[src/rtl/xalu_seq_if.sv]
// Bundle of request, result and multiplier/divider side-channel signals for xalu_seq.
// slave is the sequencer's view; master is the execute/unit side.
interface xalu_seq_if;
    logic        req_valid;
    logic [2:0]  req_op;
    logic [31:0] req_a;
    logic [31:0] req_b;
    logic        kill;
    logic        busy;
    logic [31:0] hi;
    logic [31:0] lo;
    logic        mul_gpr_valid;
    logic [31:0] mul_gpr_data;
    logic        mul_start;
    logic        mul_signed;
    logic [31:0] mul_a;
    logic [31:0] mul_b;
    logic [63:0] mul_res;
    logic        div_start;
    logic        div_signed;
    logic [31:0] div_a;
    logic [31:0] div_b;
    logic        div_done;
    logic [31:0] div_quot;
    logic [31:0] div_rem;

    modport slave (
        input  req_valid, req_op, req_a, req_b, kill,
        input  mul_res, div_done, div_quot, div_rem,
        output busy, hi, lo, mul_gpr_valid, mul_gpr_data,
        output mul_start, mul_signed, mul_a, mul_b,
        output div_start, div_signed, div_a, div_b
    );

    modport master (
        output req_valid, req_op, req_a, req_b, kill,
        output mul_res, div_done, div_quot, div_rem,
        input  busy, hi, lo, mul_gpr_valid, mul_gpr_data,
        input  mul_start, mul_signed, mul_a, mul_b,
        input  div_start, div_signed, div_a, div_b
    );
endinterface

[src/rtl/xalu_seq.sv]
// Multiply/divide sequencer: dispatches one op at a time to an external pipelined
// multiplier or variable-latency divider and owns the architectural HI/LO registers.
module xalu_seq #(
    parameter int unsigned MUL_LAT = 3
) (
    input logic       Clk,
    input logic       Clr_n,
    xalu_seq_if.slave bus
);

    typedef enum logic [1:0] {IDLE, MUL_WAIT, DIV_WAIT, DRAIN} state_t;
    typedef enum logic [2:0] {
        OP_NOP, OP_MULT, OP_MULTU, OP_DIV, OP_DIVU, OP_MTHI, OP_MTLO, OP_MUL
    } op_t;

    localparam logic [3:0] CNT_INIT = 4'(MUL_LAT - 1);

    state_t      state_q;
    logic [3:0]  cnt_q;
    op_t         op_q;
    logic [31:0] hi_q;
    logic [31:0] lo_q;
    logic        gpr_valid_q;
    logic [31:0] gpr_data_q;

    op_t  req_op_d;
    logic accept_d;
    logic is_mul_d;
    logic is_div_d;

    always_comb begin
        req_op_d = op_t'(bus.req_op);
        accept_d = bus.req_valid && !bus.kill && (state_q == IDLE) && (req_op_d != OP_NOP);
        is_mul_d = req_op_d inside {OP_MULT, OP_MULTU, OP_MUL};
        is_div_d = req_op_d inside {OP_DIV, OP_DIVU};
    end

    assign bus.mul_start  = accept_d && is_mul_d;
    assign bus.mul_signed = (req_op_d == OP_MULT) || (req_op_d == OP_MUL);
    assign bus.mul_a      = bus.req_a;
    assign bus.mul_b      = bus.req_b;
    assign bus.div_start  = accept_d && is_div_d;
    assign bus.div_signed = (req_op_d == OP_DIV);
    assign bus.div_a      = bus.req_a;
    assign bus.div_b      = bus.req_b;

    assign bus.busy          = (state_q != IDLE);
    assign bus.hi            = hi_q;
    assign bus.lo            = lo_q;
    assign bus.mul_gpr_valid = gpr_valid_q;
    assign bus.mul_gpr_data  = gpr_data_q;

    always_ff @(posedge Clk or negedge Clr_n) begin
        if (!Clr_n) begin
            state_q     <= IDLE;
            cnt_q       <= '0;
            op_q        <= OP_NOP;
            hi_q        <= '0;
            lo_q        <= '0;
            gpr_valid_q <= 1'b0;
            gpr_data_q  <= '0;
        end else begin
            gpr_valid_q <= 1'b0;
            case (state_q)
                IDLE: begin
                    if (accept_d) begin
                        op_q <= req_op_d;
                        if (req_op_d == OP_MTHI) begin
                            hi_q <= bus.req_a;
                        end else if (req_op_d == OP_MTLO) begin
                            lo_q <= bus.req_a;
                        end else if (is_mul_d) begin
                            state_q <= MUL_WAIT;
                            cnt_q   <= CNT_INIT;
                        end else if (is_div_d) begin
                            state_q <= DIV_WAIT;
                        end
                    end
                end
                MUL_WAIT: begin
                    // kill wins even in the completion cycle: nothing is committed
                    if (bus.kill) begin
                        state_q <= IDLE;
                    end else if (cnt_q == 4'd0) begin
                        state_q <= IDLE;
                        if (op_q == OP_MUL) begin
                            gpr_valid_q <= 1'b1;
                            gpr_data_q  <= bus.mul_res[31:0];
                        end else begin
                            hi_q <= bus.mul_res[63:32];
                            lo_q <= bus.mul_res[31:0];
                        end
                    end else begin
                        cnt_q <= cnt_q - 4'd1;
                    end
                end
                DIV_WAIT: begin
                    if (bus.div_done) begin
                        state_q <= IDLE;
                        if (!bus.kill) begin
                            lo_q <= bus.div_quot;
                            hi_q <= bus.div_rem;
                        end
                    end else if (bus.kill) begin
                        // the divider cannot be aborted, so hold busy until it finishes
                        state_q <= DRAIN;
                    end
                end
                DRAIN: begin
                    if (bus.div_done) state_q <= IDLE;
                end
                default: state_q <= IDLE;
            endcase
        end
    end

endmodule

[src/flat_wrapper.sv]
// flat-port wrapper written by rule: the top's interface ports become plain ports
module xalu_seq_flat 
#(
    parameter int unsigned MUL_LAT = 3
)
  (Clk, Clr_n, bus_req_valid, bus_req_op, bus_req_a, bus_req_b, bus_kill, bus_mul_res, bus_div_done, bus_div_quot, bus_div_rem, bus_busy, bus_hi, bus_lo, bus_mul_gpr_valid, bus_mul_gpr_data, bus_mul_start, bus_mul_signed, bus_mul_a, bus_mul_b, bus_div_start, bus_div_signed, bus_div_a, bus_div_b);
  xalu_seq_if bus_i ();
  input logic Clk;
  input logic Clr_n;
  input wire logic [$bits(bus_i.req_valid)-1:0] bus_req_valid;
  input wire logic [$bits(bus_i.req_op)-1:0] bus_req_op;
  input wire logic [$bits(bus_i.req_a)-1:0] bus_req_a;
  input wire logic [$bits(bus_i.req_b)-1:0] bus_req_b;
  input wire logic [$bits(bus_i.kill)-1:0] bus_kill;
  input wire logic [$bits(bus_i.mul_res)-1:0] bus_mul_res;
  input wire logic [$bits(bus_i.div_done)-1:0] bus_div_done;
  input wire logic [$bits(bus_i.div_quot)-1:0] bus_div_quot;
  input wire logic [$bits(bus_i.div_rem)-1:0] bus_div_rem;
  output wire logic [$bits(bus_i.busy)-1:0] bus_busy;
  output wire logic [$bits(bus_i.hi)-1:0] bus_hi;
  output wire logic [$bits(bus_i.lo)-1:0] bus_lo;
  output wire logic [$bits(bus_i.mul_gpr_valid)-1:0] bus_mul_gpr_valid;
  output wire logic [$bits(bus_i.mul_gpr_data)-1:0] bus_mul_gpr_data;
  output wire logic [$bits(bus_i.mul_start)-1:0] bus_mul_start;
  output wire logic [$bits(bus_i.mul_signed)-1:0] bus_mul_signed;
  output wire logic [$bits(bus_i.mul_a)-1:0] bus_mul_a;
  output wire logic [$bits(bus_i.mul_b)-1:0] bus_mul_b;
  output wire logic [$bits(bus_i.div_start)-1:0] bus_div_start;
  output wire logic [$bits(bus_i.div_signed)-1:0] bus_div_signed;
  output wire logic [$bits(bus_i.div_a)-1:0] bus_div_a;
  output wire logic [$bits(bus_i.div_b)-1:0] bus_div_b;
  assign bus_i.req_valid = bus_req_valid;
  assign bus_i.req_op = bus_req_op;
  assign bus_i.req_a = bus_req_a;
  assign bus_i.req_b = bus_req_b;
  assign bus_i.kill = bus_kill;
  assign bus_i.mul_res = bus_mul_res;
  assign bus_i.div_done = bus_div_done;
  assign bus_i.div_quot = bus_div_quot;
  assign bus_i.div_rem = bus_div_rem;
  assign bus_busy = bus_i.busy;
  assign bus_hi = bus_i.hi;
  assign bus_lo = bus_i.lo;
  assign bus_mul_gpr_valid = bus_i.mul_gpr_valid;
  assign bus_mul_gpr_data = bus_i.mul_gpr_data;
  assign bus_mul_start = bus_i.mul_start;
  assign bus_mul_signed = bus_i.mul_signed;
  assign bus_mul_a = bus_i.mul_a;
  assign bus_mul_b = bus_i.mul_b;
  assign bus_div_start = bus_i.div_start;
  assign bus_div_signed = bus_i.div_signed;
  assign bus_div_a = bus_i.div_a;
  assign bus_div_b = bus_i.div_b;
  xalu_seq #(.MUL_LAT(MUL_LAT)) u_core (.Clk(Clk), .Clr_n(Clr_n), .bus(bus_i));
endmodule
[config.mk]
export PLATFORM = sky130hd
export DESIGN_NAME = xalu_seq_flat
export DESIGN_NICKNAME = d
export VERILOG_FILES = /design/src/rtl/xalu_seq_if.sv /design/src/rtl/xalu_seq.sv /design/src/flat_wrapper.sv
export SDC_FILE = /design/constraint.sdc
export NUM_CORES = 1
export LEC_CHECK = 0
export BUFFER_PORTS_ARGS = -buffer_cell sky130_fd_sc_hd__buf_2
export CORE_AREA = 2 2 168 170
export DETAILED_ROUTE_END_ITERATION = 7
export DIE_AREA = 0 0 170 172
export GPL_TIMING_DRIVEN = 0
export HOLD_SLACK_MARGIN = 0.03
export PLACE_DENSITY = 0.53
export SETUP_SLACK_MARGIN = 0.1
export SYNTH_ARGS = -nofsm -noshare
export SYNTH_HDL_FRONTEND = slang
export SYNTH_SLANG_ARGS = --single-unit
export TNS_END_PERCENT = 5
[constraint.sdc]
create_clock -name Clk -period 4.7 [get_ports Clk]
set_input_delay 0 -clock Clk [delete_from_list [all_inputs] [get_ports Clk]]
set_output_delay 0 -clock Clk [all_outputs]
set_load 0.01 [all_outputs]
==> flow_summary.yaml <==
route:
  ant_nets: 0
  drtIter0Drc: 187
  drc_errors: 0
  vias: 6060
  wire_per_inst_um: 18.2
  vias_per_cell: 4.35
  totalWireLength_mm: 25.4
  drt_pass1_iterations: 5
status:
  status: "complete, no violations"
synthesis:
  ys_seq_area_frac: 0.421
  yosysWarningCount: 0
  yosysUniqueCellTypes: 36
  avgSynthCellArea_um2: 10.5
  synthFlopType: "dfrtp_1"
  yosys.area.top_type: "dfrtp_1"
  synth-edff-count: 0
  synth_top_area_frac: 0.421
  syn-cell-area_mm2: 0.00630
  synthArstFlopShare: 1.00
  ys_ff_latch: 106
  syn-num-nets: 807
  synthCells: 600
  synth.area.top_cells: "dfrtp_1 42%, buf_4 15%, mux2_1 11%"
clock_network:
  clockBufferDepth: 2
  cts_root_buffer: "clkbuf_16"
  insertion_delay_ns: 0.36
  cts_tree: "built"
  cts_resized: 0
  htreeDepth: 3
  cts.clk_slew.worst_paths_ns: 0.08
  cts_made_buffers: 9
  numClockSinks: 106
sta:
  drv_slew: 0
  hold_violations: 0
  whs_ns: 0.0530
  min_period_over_period: 0.632
  rsz0062_at_grt: "false"
  finalCriticalPeriod_ns: 2.97
  relSlewSlack: 0.407
  worstMarginPinSlew_ns: 0.889
  setup_violations: 0
  max_freq_mhz: 336
  tns_ns: 0
  clock_skew_ns: 0.0164
cells_and_area:
  final_nets: 1250
  fin_util: 0.342
  antenna_cells: 0
  n_fill_cell: 2841
  drive_gt1_frac: 0.568
  syn_to_final_growth_pct: 49.2
die:
  ios: 430
  start_util: 0.229
  core-area_mm2: 0.0275
  fp.dieH_um: 172
  fp-row-count: 61
  die_w_um: 170
  die_area_mm2: 0.0292
worst_setup_path:
  path_cells: "inv_1 > ha_1 > clkbuf_1 > clkbuf_1 > clkbuf_1 > a21oi_1 > mux2_1"
  cp_num_buf_inv: 4
  worst_path_most_repeated_cell: "clkbuf_1"
  crit_family: "buffers and inverters"
  crit_required_ns: 4.93
  cp-start-kind: "flip-flop"
  end_kind: "flip-flop"
  max_stage_delay_ns: 0.61
  cpMaxStageDelayCell: "clkbuf_1"
  critical_path_class: "reg -> reg"
  crit_arrival_ns: 3.20
  cp_max_fo: 10
global_route:
  grt_use_met2: 0.314
  grt_util_met1: 0.182
  antenna_found_initial: 1
  use_met3: 0.0380
  grt_pass1_wl_mm: 35.1
  first_global_vias: 5923
  grt_max_degree: 57
  grt-ovfl-total: 0
  busiest_layer: "met2"
  grtUsageTotal: 0.163
power:
  leakagePower_uw: 0.00480
  p_per_area_mw_per_mm2: 550
  p_total_uw: 5160
  vdd_ir_drop_max_mv: 0.215
placed_design:
  gp_congestion: 0.802
  portBuffers: 397
  place.detailed.hpwl_mm: 19.8
hold_path:
  hold_class: "in -> reg"
run:
  maxCapViolCount: 0
==> worst paths after layout <==
check | startpoint | end | slack (ns) | cells after the start
worst max register to register | u_core.state_q[0] | u_core.bus.hi[30] | 1.73 | 7
worst min-delay path | bus_req_a[22] | u_core.bus.lo[22] | 0.05 | 4
worst min register to register | u_core.bus.lo[28] | u_core.bus.lo[28] | 0.49 | 1
worst max-delay path | u_core.state_q[0] | u_core.bus.hi[30] | 1.73 | 7
min in group asynchronous | Clr_n | u_core.bus.mul_gpr_data[9] | 0.15 | 2
max in group asynchronous | Clr_n | u_core.bus.hi[26] | 3.85 | 3
==> through the flow <==
step	cells	worst slack, ns	instance area, um2
global route	1394	1.47	9390
global placement	1343	1.53	8720
finish	1394	1.73	9390
CTS	1394	1.51	9390
floorplan	600	2.56	6300
detailed placement	1344	1.53	8760
==> worst min-delay path: cells and delay by family <==
kind	cells	cell delay (ns)
buffers and inverters	1	0.10
AO/OA/AOI/OAI	1	0.10
AND/OR/NAND/NOR	1	0.05
multiplexers	1	0.13
==> cell type report <==
type                       count  area [um2]  area share
timing repair buffer         432        2360       0.251
inverter                       6        22.5     0.00240
clock buffer                  11         253      0.0269
buffer                       167        1120       0.119
sequential                   106        2650       0.282
tap                          346         433      0.0461
clock inverter                 5        43.8     0.00466
multi-input combinational    321        2510       0.267
==> cell usage after synthesis, types with 4 or more instances <==
cell,instances
buf_4,128
clkbuf_1,22
dfrtp_1,106
nor2_1,34
a22oi_1,64
buf_1,7
nor3b_1,4
o21ai_0,6
mux2_2,38
a21oi_1,67
buf_2,10
ha_1,7
mux2_1,60
inv_1,6
==> sequential cells by signal, indices dropped and copies added (netlist names) <==
signal / flops
u_core.bus.lo: 32
u_core.bus.mul_gpr_valid: 1
u_core.bus.hi: 32
u_core.op_q: 3
u_core.cnt_q: 4
u_core.bus.mul_gpr_data: 32
u_core.state_q: 2
==> layer usage <==
layer	up-vias	wire length [um]
li1	2893	-
met1	2854	9750
met2	290	13400
met3	21	1890
met4	2	297
met5	-	16
==> timing repair <==
action | 4_1_cts | 5_1_grt
hold endpoints to repair | 83 | 0
hold buffers | 34 | 0
buffers inserted | 0 | 0
==> report_power, final <==
| part | leakage [uW] | internal [uW] | switching, uW |
|---|---|---|---|
| registers | 0.00130 | 1270 | 165 |
| clock network | 0.000147 | 398 | 377 |
| logic | 0.00335 | 1200 | 1750 |
==> cells by family (layout without fill, tap and decap cells) <==
family,after synthesis,in the layout,share of synthesized area
buf+inv,173,621,0.181
compound gates,151,151,0.155
flops,106,106,0.421
mux,98,98,0.175
simple gates,62,62,0.0489
fa+ha+maj,7,7,0.0139
xor+xnor,3,3,0.00417
==> layout by cell type (no fill, tap or decap), drive strengths merged, types with 7 or more instances in the layout <==
cell	n
mux2	98
inv	9
a21oi	67
ha	7
buf	543
dlygate4sd3	34
clkbuf	33
nor2	34
a22oi	64
o21ai	8
dfrtp	106
(Power assumes the default switching activity.)
